`config.mk`:
```
export PLATFORM = sky130hd
export DESIGN_NAME = rsc_term_encoder
export DESIGN_NICKNAME = d
export VERILOG_FILES = /design/src/rtl/rsc_pkg.sv /design/src/rtl/rsc_out_reg.sv /design/src/rtl/rsc_term_encoder.sv
export SDC_FILE = /design/constraint.sdc
export NUM_CORES = 1
export LEC_CHECK = 0
export CELL_PAD_IN_SITES_DETAIL_PLACEMENT = 1
export CELL_PAD_IN_SITES_GLOBAL_PLACEMENT = 1
export CORE_ASPECT_RATIO = 1.1
export CORE_MARGIN = 5
export CORE_UTILIZATION = 37
export CTS_BUF_LIST = sky130_fd_sc_hd__clkbuf_8
export CTS_CLUSTER_DIAMETER = 60
export DETAILED_ROUTE_END_ITERATION = 10
export PLACE_DENSITY = 0.84
export SLEW_MARGIN = 10
export SYNTH_ARGS = -nofsm -noshare
export SYNTH_HDL_FRONTEND = slang
export SYNTH_SLANG_ARGS = --single-unit
```
`constraint.sdc`:
```
create_clock -name Clock -period 1.3 [get_ports Clock]
set_clock_uncertainty 0.05 [all_clocks]
set_input_delay 0.13 -clock Clock [delete_from_list [all_inputs] [get_ports Clock]]
set_output_delay 0.13 -clock Clock [all_outputs]
set_load 0.02 [all_outputs]
```
`src/rtl/rsc_pkg.sv`:
```
// Shared constants, types and the one-step trellis function of the LTE RSC encoder.
package rsc_pkg;

    localparam int unsigned NSTATE_BITS = 3;
    localparam int unsigned NTAIL       = 3;
    localparam int unsigned K_MIN       = 40;
    localparam int unsigned K_MAX       = 6144;

    typedef enum logic [1:0] {
        IDLE = 2'd0,
        DATA = 2'd1,
        TAIL = 2'd2
    } fsm_t;

    // Result of one trellis step: feedback bit, parity bit, next state {s1,s2,s3}
    typedef struct packed {
        logic                   a;
        logic                   z;
        logic [NSTATE_BITS-1:0] s_next;
    } step_t;

    // One output pair plus its framing flags
    typedef struct packed {
        logic sys;
        logic par;
        logic tail;
        logic last;
    } out_beat_t;

    // s is packed {s1,s2,s3}: s[2]=s1, s[1]=s2, s[0]=s3
    function automatic step_t rsc_step(input logic u, input logic [NSTATE_BITS-1:0] s);
        step_t r;
        r.a      = u ^ s[1] ^ s[0];
        r.z      = r.a ^ s[2] ^ s[0];
        r.s_next = {r.a, s[2], s[1]};
        return r;
    endfunction

endpackage

```
`src/rtl/rsc_out_reg.sv`:
```
// One-deep valid/ready output register holding a systematic/parity pair and framing flags.
module rsc_out_reg (
    input  logic Clock,
    input  logic nReset,
    input  logic load_i,
    input  logic sys_i,
    input  logic par_i,
    input  logic tail_i,
    input  logic last_i,
    input  logic ready_i,
    output logic valid_o,
    output logic sys_o,
    output logic par_o,
    output logic tail_o,
    output logic last_o,
    output logic slot_free_c_o
);
    import rsc_pkg::*;

    logic      valid_q, valid_d;
    out_beat_t beat_q, beat_d;

    assign slot_free_c_o = !valid_q || ready_i;

    // A load overrides a drain so back-to-back pairs stream at one per cycle
    always_comb begin
        valid_d = valid_q;
        beat_d  = beat_q;
        if (load_i) begin
            valid_d     = 1'b1;
            beat_d.sys  = sys_i;
            beat_d.par  = par_i;
            beat_d.tail = tail_i;
            beat_d.last = last_i;
        end else if (valid_q && ready_i) begin
            valid_d = 1'b0;
        end
    end

    always_ff @(posedge Clock) begin
        if (!nReset) begin
            valid_q <= 1'b0;
            beat_q  <= '0;
        end else begin
            valid_q <= valid_d;
            beat_q  <= beat_d;
        end
    end

    assign valid_o = valid_q;
    assign sys_o   = beat_q.sys;
    assign par_o   = beat_q.par;
    assign tail_o  = beat_q.tail;
    assign last_o  = beat_q.last;

endmodule

```
`src/rtl/rsc_term_encoder.sv`:
```
// Streaming LTE constituent RSC encoder, one bit per cycle, with 3-cycle trellis termination.
// Define FRAME_LEN_CHECK_EN to add the frame length counter that drives len_err.
module rsc_term_encoder #(
    parameter int unsigned K     = 6144,
    parameter int unsigned NTAIL = 3
) (
    input  logic Clock,
    input  logic nReset,
    input  logic in_valid,
    output logic in_ready,
    input  logic in_bit,
    input  logic in_last,
    output logic out_valid,
    input  logic out_ready,
    output logic out_sys,
    output logic out_par,
    output logic out_tail,
    output logic out_last,
    output logic busy,
    output logic len_err
);
    import rsc_pkg::*;

    localparam int unsigned TCNT_W = $clog2(NTAIL + 1);

    if (K < K_MIN || K > K_MAX) begin : g_k_range
        $error("rsc_term_encoder: K outside the LTE range");
    end

    fsm_t                   state_q, state_d;
    logic [NSTATE_BITS-1:0] trellis_q, trellis_d;
    logic [TCNT_W-1:0]      tcnt_q, tcnt_d;
    logic                   busy_q, busy_d;

    logic      slot_free;
    logic      accept;
    logic      load;
    logic      force_tail;
    logic      tail_u;
    logic      tail_final;
    step_t     data_step;
    step_t     tail_step;
    out_beat_t ld_beat;
    logic      unused_fb;

    assign in_ready   = slot_free && (state_q != TAIL);
    assign accept     = in_valid && in_ready;
    assign data_step  = rsc_step(in_bit, trellis_q);
    // Tail input cancels the feedback so the register shifts in zeros
    assign tail_u     = trellis_q[1] ^ trellis_q[0];
    assign tail_step  = rsc_step(tail_u, trellis_q);
    assign tail_final = (tcnt_q == TCNT_W'(NTAIL - 1));
    assign unused_fb  = data_step.a ^ tail_step.a;

`ifdef FRAME_LEN_CHECK_EN
    localparam int unsigned      CNT_W   = $clog2(K + 1);
    localparam logic [CNT_W-1:0] CNT_MAX = CNT_W'(K);
    localparam logic [CNT_W-1:0] CNT_MIN = CNT_W'(K_MIN);

    logic [CNT_W-1:0] cnt_q, cnt_d;
    logic             len_err_q, len_err_d;

    // Counts accepted data bits; overlong frames are cut off into the tail
    always_comb begin
        cnt_d      = cnt_q;
        len_err_d  = len_err_q;
        force_tail = 1'b0;
        if (accept) begin
            if (state_q == IDLE) begin
                cnt_d     = CNT_W'(1);
                len_err_d = 1'b0;
            end else if (cnt_q == CNT_MAX) begin
                if (!in_last) begin
                    force_tail = 1'b1;
                    len_err_d  = 1'b1;
                end
            end else begin
                cnt_d = cnt_q + CNT_W'(1);
            end
            if (in_last && (cnt_d < CNT_MIN)) begin
                len_err_d = 1'b1;
            end
        end
    end

    always_ff @(posedge Clock) begin
        if (!nReset) begin
            cnt_q     <= '0;
            len_err_q <= 1'b0;
        end else begin
            cnt_q     <= cnt_d;
            len_err_q <= len_err_d;
        end
    end

    assign len_err = len_err_q;
`else
    assign force_tail = 1'b0;
    assign len_err    = 1'b0;
`endif

    // Next-state, trellis update and output-register load
    always_comb begin
        state_d   = state_q;
        trellis_d = trellis_q;
        tcnt_d    = tcnt_q;
        busy_d    = busy_q;
        load      = 1'b0;
        ld_beat   = '0;

        if (out_valid && out_ready && out_last) begin
            busy_d = 1'b0;
        end

        case (state_q)
            IDLE, DATA: begin
                if (accept) begin
                    load         = 1'b1;
                    ld_beat.sys  = in_bit;
                    ld_beat.par  = data_step.z;
                    trellis_d    = data_step.s_next;
                    busy_d       = 1'b1;
                    state_d      = (in_last || force_tail) ? TAIL : DATA;
                end
            end
            TAIL: begin
                if (slot_free) begin
                    load         = 1'b1;
                    ld_beat.sys  = tail_u;
                    ld_beat.par  = tail_step.z;
                    ld_beat.tail = 1'b1;
                    ld_beat.last = tail_final;
                    trellis_d    = tail_step.s_next;
                    if (tail_final) begin
                        tcnt_d  = '0;
                        state_d = IDLE;
                    end else begin
                        tcnt_d = tcnt_q + TCNT_W'(1);
                    end
                end
            end
            default: begin
                state_d = IDLE;
            end
        endcase
    end

    always_ff @(posedge Clock) begin
        if (!nReset) begin
            state_q   <= IDLE;
            trellis_q <= '0;
            tcnt_q    <= '0;
            busy_q    <= 1'b0;
        end else begin
            state_q   <= state_d;
            trellis_q <= trellis_d;
            tcnt_q    <= tcnt_d;
            busy_q    <= busy_d;
        end
    end

    assign busy = busy_q;

    rsc_out_reg u_out_reg (
        .Clock         (Clock),
        .nReset        (nReset),
        .load_i        (load),
        .sys_i         (ld_beat.sys),
        .par_i         (ld_beat.par),
        .tail_i        (ld_beat.tail),
        .last_i        (ld_beat.last),
        .ready_i       (out_ready),
        .valid_o       (out_valid),
        .sys_o         (out_sys),
        .par_o         (out_par),
        .tail_o        (out_tail),
        .last_o        (out_last),
        .slot_free_c_o (slot_free)
    );

endmodule

```
======== After elaboration in Yosys (flattened, before gate mapping) ========
Cells that the tools add are included.
word-level totals
  bits in registers ....................... 13
  bits of input ports ..................... 6
  output and inout bits ................... 8
  word-level logic and storage cells ...... 60
operators by class
  add/subtract/negate cells ............... 1
  equal/unequal tests ..................... 7
  muxes and demuxes ....................... 21
  bitwise operators ....................... 9
  reduce and logical (&&, ||, !) cells .... 13
operators with widths
  cell                   number
  $mux W2                7
  $xor A1 B1 Y1          9
  $ne A2 B2 Y1 const B   4
  $pmux W2 S2            2
  $mux W1                7
  $mux W3                2
  $pmux W3 S2            1
  $reduce_and A3 Y1      2
  $eq A2 B2 Y1 const B   2
  $logic_and A1 B1 Y1    4
  $mux W4                1
  $reduce_bool A2 Y1     2
  $add A2 B1 Y2 const B  1
  $eq A2 B1 Y1 const B   1
  $logic_not A2 Y1       1
  $pmux W1 S2            1
  $reduce_and A2 Y1      1
  $reduce_or A2 Y1       1
  $logic_not A1 Y1       1
  $logic_or A1 B1 Y1     1

======== Longest topological paths before layout ========
  word-level depth ........................ 7
  gate-level depth with buffers ........... 4
  mapped depth without buffers ............ 4

======== By module ========
A second synthesis with hierarchy kept.
second synthesis, totals
  cell total of the unflattened synthesis .. 69
  area, all modules ....................... 626.9 µm²
by module, submodules not included
  module            instances  cells each  area each (µm²)  seq. area each (µm²)
  rsc_term_encoder  1          52          432.9            160.2
  rsc_out_reg       1          17          193.9            100.1

======== Worst setup path after synthesis ========
No wires, ideal clock.
  kind .................................... flip-flop to flip-flop
  from .................................... reg u_out_reg.valid_q, in the netlist u_out_reg.valid_o
  to ...................................... reg u_out_reg.beat_q, in the netlist u_out_reg.sys_o
  setup time .............................. 0.125 ns
  arrival ................................. 1.110 ns
  required time ........................... 1.125 ns
  path slack .............................. 0.014 ns
  cell stages (with the launch flop) ...... 5
  buffers on the path ..................... 0
  period minus slack after synthesis ...... 1.286 ns
  cell sequence ........................... dfxtp_1 > and2b_1 > nor2_1 > a222oi_1 > nor2b_1
between the ends
  cells in the longest elaborated chain, start to end .. 6
  elaborated cells on any way between the ends .. 10
  those cells by class .................... mux: 6; reduce/logical: 4
ends and longest elaborated chain
  what                                        line                     RTL
  from (decl)                                 rsc_out_reg.sv:20        logic valid_q, valid_d;
  from (signal assigned)                      rsc_out_reg.sv:45        valid_q <= valid_d;
  $logic_not A1 Y1 *                          rsc_out_reg.sv:23        assign slot_free_c_o = !valid_q || ready_i;
  $logic_or A1 B1 Y1 *                        rsc_out_reg.sv:23
  $logic_and A1 B1 Y1                         rsc_term_encoder.sv:46   assign in_ready = slot_free && (state_q != TAIL);
  $logic_and A1 B1 Y1                         rsc_term_encoder.sv:47   assign accept = in_valid && in_ready;
  $mux W2 or $mux W1 (tied branches)          rsc_term_encoder.sv:117  if (accept) begin
  $pmux W2 S2 or $pmux W1 S2 (tied branches)  rsc_term_encoder.sv:115  case (state_q)
  to (signal assigned)                        rsc_out_reg.sv:46        beat_q <= beat_d;
  to (decl)                                   rsc_out_reg.sv:21        out_beat_t beat_q, beat_d;
Mark *: on every way between the ends. The rest lies on a longest branch, timed or not.
A chain may end at the register's enable or synchronous reset.

======== Worst setup path in the final report ========
  from .................................... reg state_q[0]
  to ...................................... reg tcnt_q[1]
between the ends
  cells in the longest elaborated chain, start to end .. 2
ends and longest elaborated chain
  what                                line                     RTL
  from (decl)                         rsc_term_encoder.sv:30   fsm_t state_q, state_d;
  from (signal assigned)              rsc_term_encoder.sv:155  state_q <= state_d;
  $eq A2 B2 Y1                        rsc_term_encoder.sv:115
  $reduce_and A2 Y1 (no source line)  -
  to (signal assigned)                rsc_term_encoder.sv:157  tcnt_q <= tcnt_d;
  to (decl)                           rsc_term_encoder.sv:32   logic [TCNT_W-1:0] tcnt_q, tcnt_d;
No other way between the ends.

==> results.toml <==
[setup_path]
cp_slowest_cell = "dfxtp_2"
endpoint_kind = "flip-flop"
cp.arrival_ns = 1.44
worst-path-max-fanout = 5
cp-start-kind = "flip-flop"
cp_cell_sequence = "and2b_4, buf_6, nand2_4, or3_1, a21boi_1"
required_ns = 1.42
path_class = "flip-flop to flip-flop"
slowest_delay_ns = 0.31
r2r_cells = 5

[drt]
avgRoutedWirePerCell_um = 15.0
ant_nets = 0
post-route-drc-count = 0
first_iter_violations = 5
dr.pass1.iters = 4
routed_via_density = 5.27
vias = 553
drt_wl_total_mm = 1.57

[timing]
totalNegativeSetupSlack_ns = -0.0269
finalHoldViolCount = 0
slew_violations = 0
setup_viol = 1
worst_slack_ns = -0.0269
whs_ns = 0.428
rsz0062_at_grt = "true"
fmax_mhz = 754
period_needed_ns = 1.33
finalCritPeriodShare_pct = 102

[synthesis]
synth_area_um2 = 602
seq_area_frac_synth_pct = 43.2
ys_ff_latch = 13
synthXorXnorAreaFrac_pct = 7.28
synth_cell_type_count = 28
synth.area.mux_share_pct = 3.33
synth_compound_area_share_pct = 13.3
synth_top_area_share_pct = 43.2
syn_nets = 71
yosys.area_share.adder_pct = 0
synth_area_leaders = "dfxtp_1 (43%), nand3_1 (7.5%), nor2b_1 (6.2%)"
synth_largest_area_cell = "dfxtp_1"
synth_top_family_by_area = "simple AND/OR/NAND/NOR gates"
ys_warn_count = 0
synthSimpleGateAreaFrac_pct = 29.7
postSynthAreaPerCell_um2 = 9.26
synthCells = 65

[min_path]
hp-class = "flip-flop to flip-flop"
whs_path_depth = 2

[cts]
cts.sinks = 13
cts-root-buf = "clkbuf_8"
cts_tree = "yes"
cts_buffer_depth = 2
cts.reportedPaths.clkPinSlew_ns = 0.06
holdBufCountCts = 0
cts_buffers = 3
postCtsSetupRepairBufs = 0
clk_latency_ns = 0.24
htree_levels = 1

[power]
power_density_mw_per_mm2 = 1170
power_frac_comb_pct = 21.8
power_frac_seq_pct = 43.4
p_leak_nw = 0.388
swShare_pct = 26.9
switchingPower_mw = 0.275
pwr-share-clk_pct = 34.8
peakVddDrop_mv = 0.879
p_int_mw = 0.747

[global_routing]
grt_pass1_vias = 618
grt_pass1_wl_mm = 2.64
antenna_found_initial = 0
grt_max_degree = 8
grt.total_usage_pct = 13.7
overflow = 0

[floorplanning]
design.core.area_mm2 = 0.00156
rows = 15
ioPinCount = 14
die_h_um = 52.3
start_util_pct = 38.6
die_width_um = 48.5
dieArea_mm2 = 0.00253

[cells_and_area]
antenna_cells = 0
mostFrequentLayoutCells = "dfxtp_1 (11), nand3_1 (9), dlygate4sd2_1 (7)"
final_common_cell = "dfxtp_1"
syn_to_final_growth_pct = 45.5
final_nets = 95
drive_gt1_share_pct = 25.0
final_area_um2 = 876
fillerInstances = 176
final_cells = 105

[place]
post-dp-hpwl_mm = 1.15
placedCellCount = 102
dpl_cell_area_um2 = 820
gp_congestion = 0.734
io_buffers = 12

[flow_run]
maxCapViolCount = 0

[run_status]
failed_checks = "negative setup slack"
status = "complete, but fails checks"
==> repair_timing <==
action	CTS	global route
pin swaps	6	3
setup endpoints to repair	15	6
gates resized for setup	17	2
==> path summary, 6_finish.rpt <==
| path | startpoint | end | slack [ns] |
|---|---|---|---|
| setup / recovery | state_q[0] | tcnt_q[1] | -0.03 |
| hold / removal | tcnt_q[0] | tcnt_q[0] | 0.43 |
| setup reg to reg | state_q[0] | tcnt_q[1] | -0.03 |
| hold reg to reg | tcnt_q[0] | tcnt_q[0] | 0.43 |
==> registers in the layout (all words and copies together) (netlist names) <==
| name | count |
|---|---|
| busy | 1 |
| u_out_reg.tail_o | 1 |
| u_out_reg.sys_o | 1 |
| tcnt_q | 2 |
| u_out_reg.last_o | 1 |
| u_out_reg.par_o | 1 |
| state_q | 2 |
| trellis_q | 3 |
| u_out_reg.valid_o | 1 |
==> Yosys cell counts <==
master	instances
dfxtp_1	13
nand3_1	9
nor2b_1	6
nand2_1	3
xnor2_1	3
a21boi_0	2
a21boi_1	2
a21oi_1	2
and2b_1	2
mux2i_1	2
nor2_1	2
or3_1	2
xor2_1	2
a222oi_1	1
a22oi_1	1
a32oi_1	1
and2_1	1
and2b_4	1
and4bb_2	1
buf_4	1
clkbuf_1	1
conb_1	1
inv_1	1
nand2_2	1
nand2b_1	1
nand2b_2	1
o21ai_0	1
o21ai_2	1
==> critical path: cells and delay by family (launching register included) <==
family | cells | cell delay, ns
and+or+nand+nor | 3 | 0.62
DFF | 1 | 0.31
AOI/OAI and AO/OA | 1 | 0.15
buffers and inverters | 1 | 0.12
==> logic make-up after synthesis <==
family / after synthesis
multiplexers: 2
flip-flops: 13
buffers and inverters: 3
AND/OR/NAND/NOR: 30
XOR/XNOR: 5
AO/OA/AOI/OAI: 11
other: 1
==> power by group through the flow <==
stage | Clock, mW | Combinational [mW] | Sequential (mW)
floorplan | 0 | 0.101 | 0.466
global placement | 0 | 0.220 | 0.450
detailed placement | 0 | 0.226 | 0.451
CTS | 0.368 | 0.231 | 0.444
global route | 0.393 | 0.241 | 0.447
finish | 0.356 | 0.223 | 0.444
==> routing by layer <==
| metal | wire length, um | share of wire [%] | vias up | track usage (%) |
|---|---|---|---|---|
| met5 | 0 | 0 | - | 0 |
| met4 | 49 | 3.1 | 0 | 8.07 |
| met3 | 61 | 3.9 | 6 | 3.42 |
| met2 | 867 | 55 | 10 | 27.4 |
| met1 | 591 | 38 | 263 | 12.1 |
| li1 | - | - | 274 | - |
==> area by class of cell <==
cell class	instances	area [um2]	area share, %
inverter	1	3.75	0.429
tap	17	21.3	2.43
multi-input combinational	49	349	39.9
sequential	13	263	30.0
clock inverter	1	3.75	0.429
clock buffer	3	41.3	4.71
timing repair buffer	21	194	22.1
==> metrics by stage <==
step / total power [mW] / setup slack, ns / utilization, %
after global routing: 1.08 / -0.0694 / 56.2
after detailed placement: 0.677 / -0.426 / 52.6
after floorplan: 0.567 / 0.0145 / -
final: 1.02 / -0.0269 / 56.2
after global placement: 0.669 / -0.416 / 52.6
after CTS: 1.04 / -0.0899 / 56.9
Note: power is estimated with default switching activity, not from simulation.
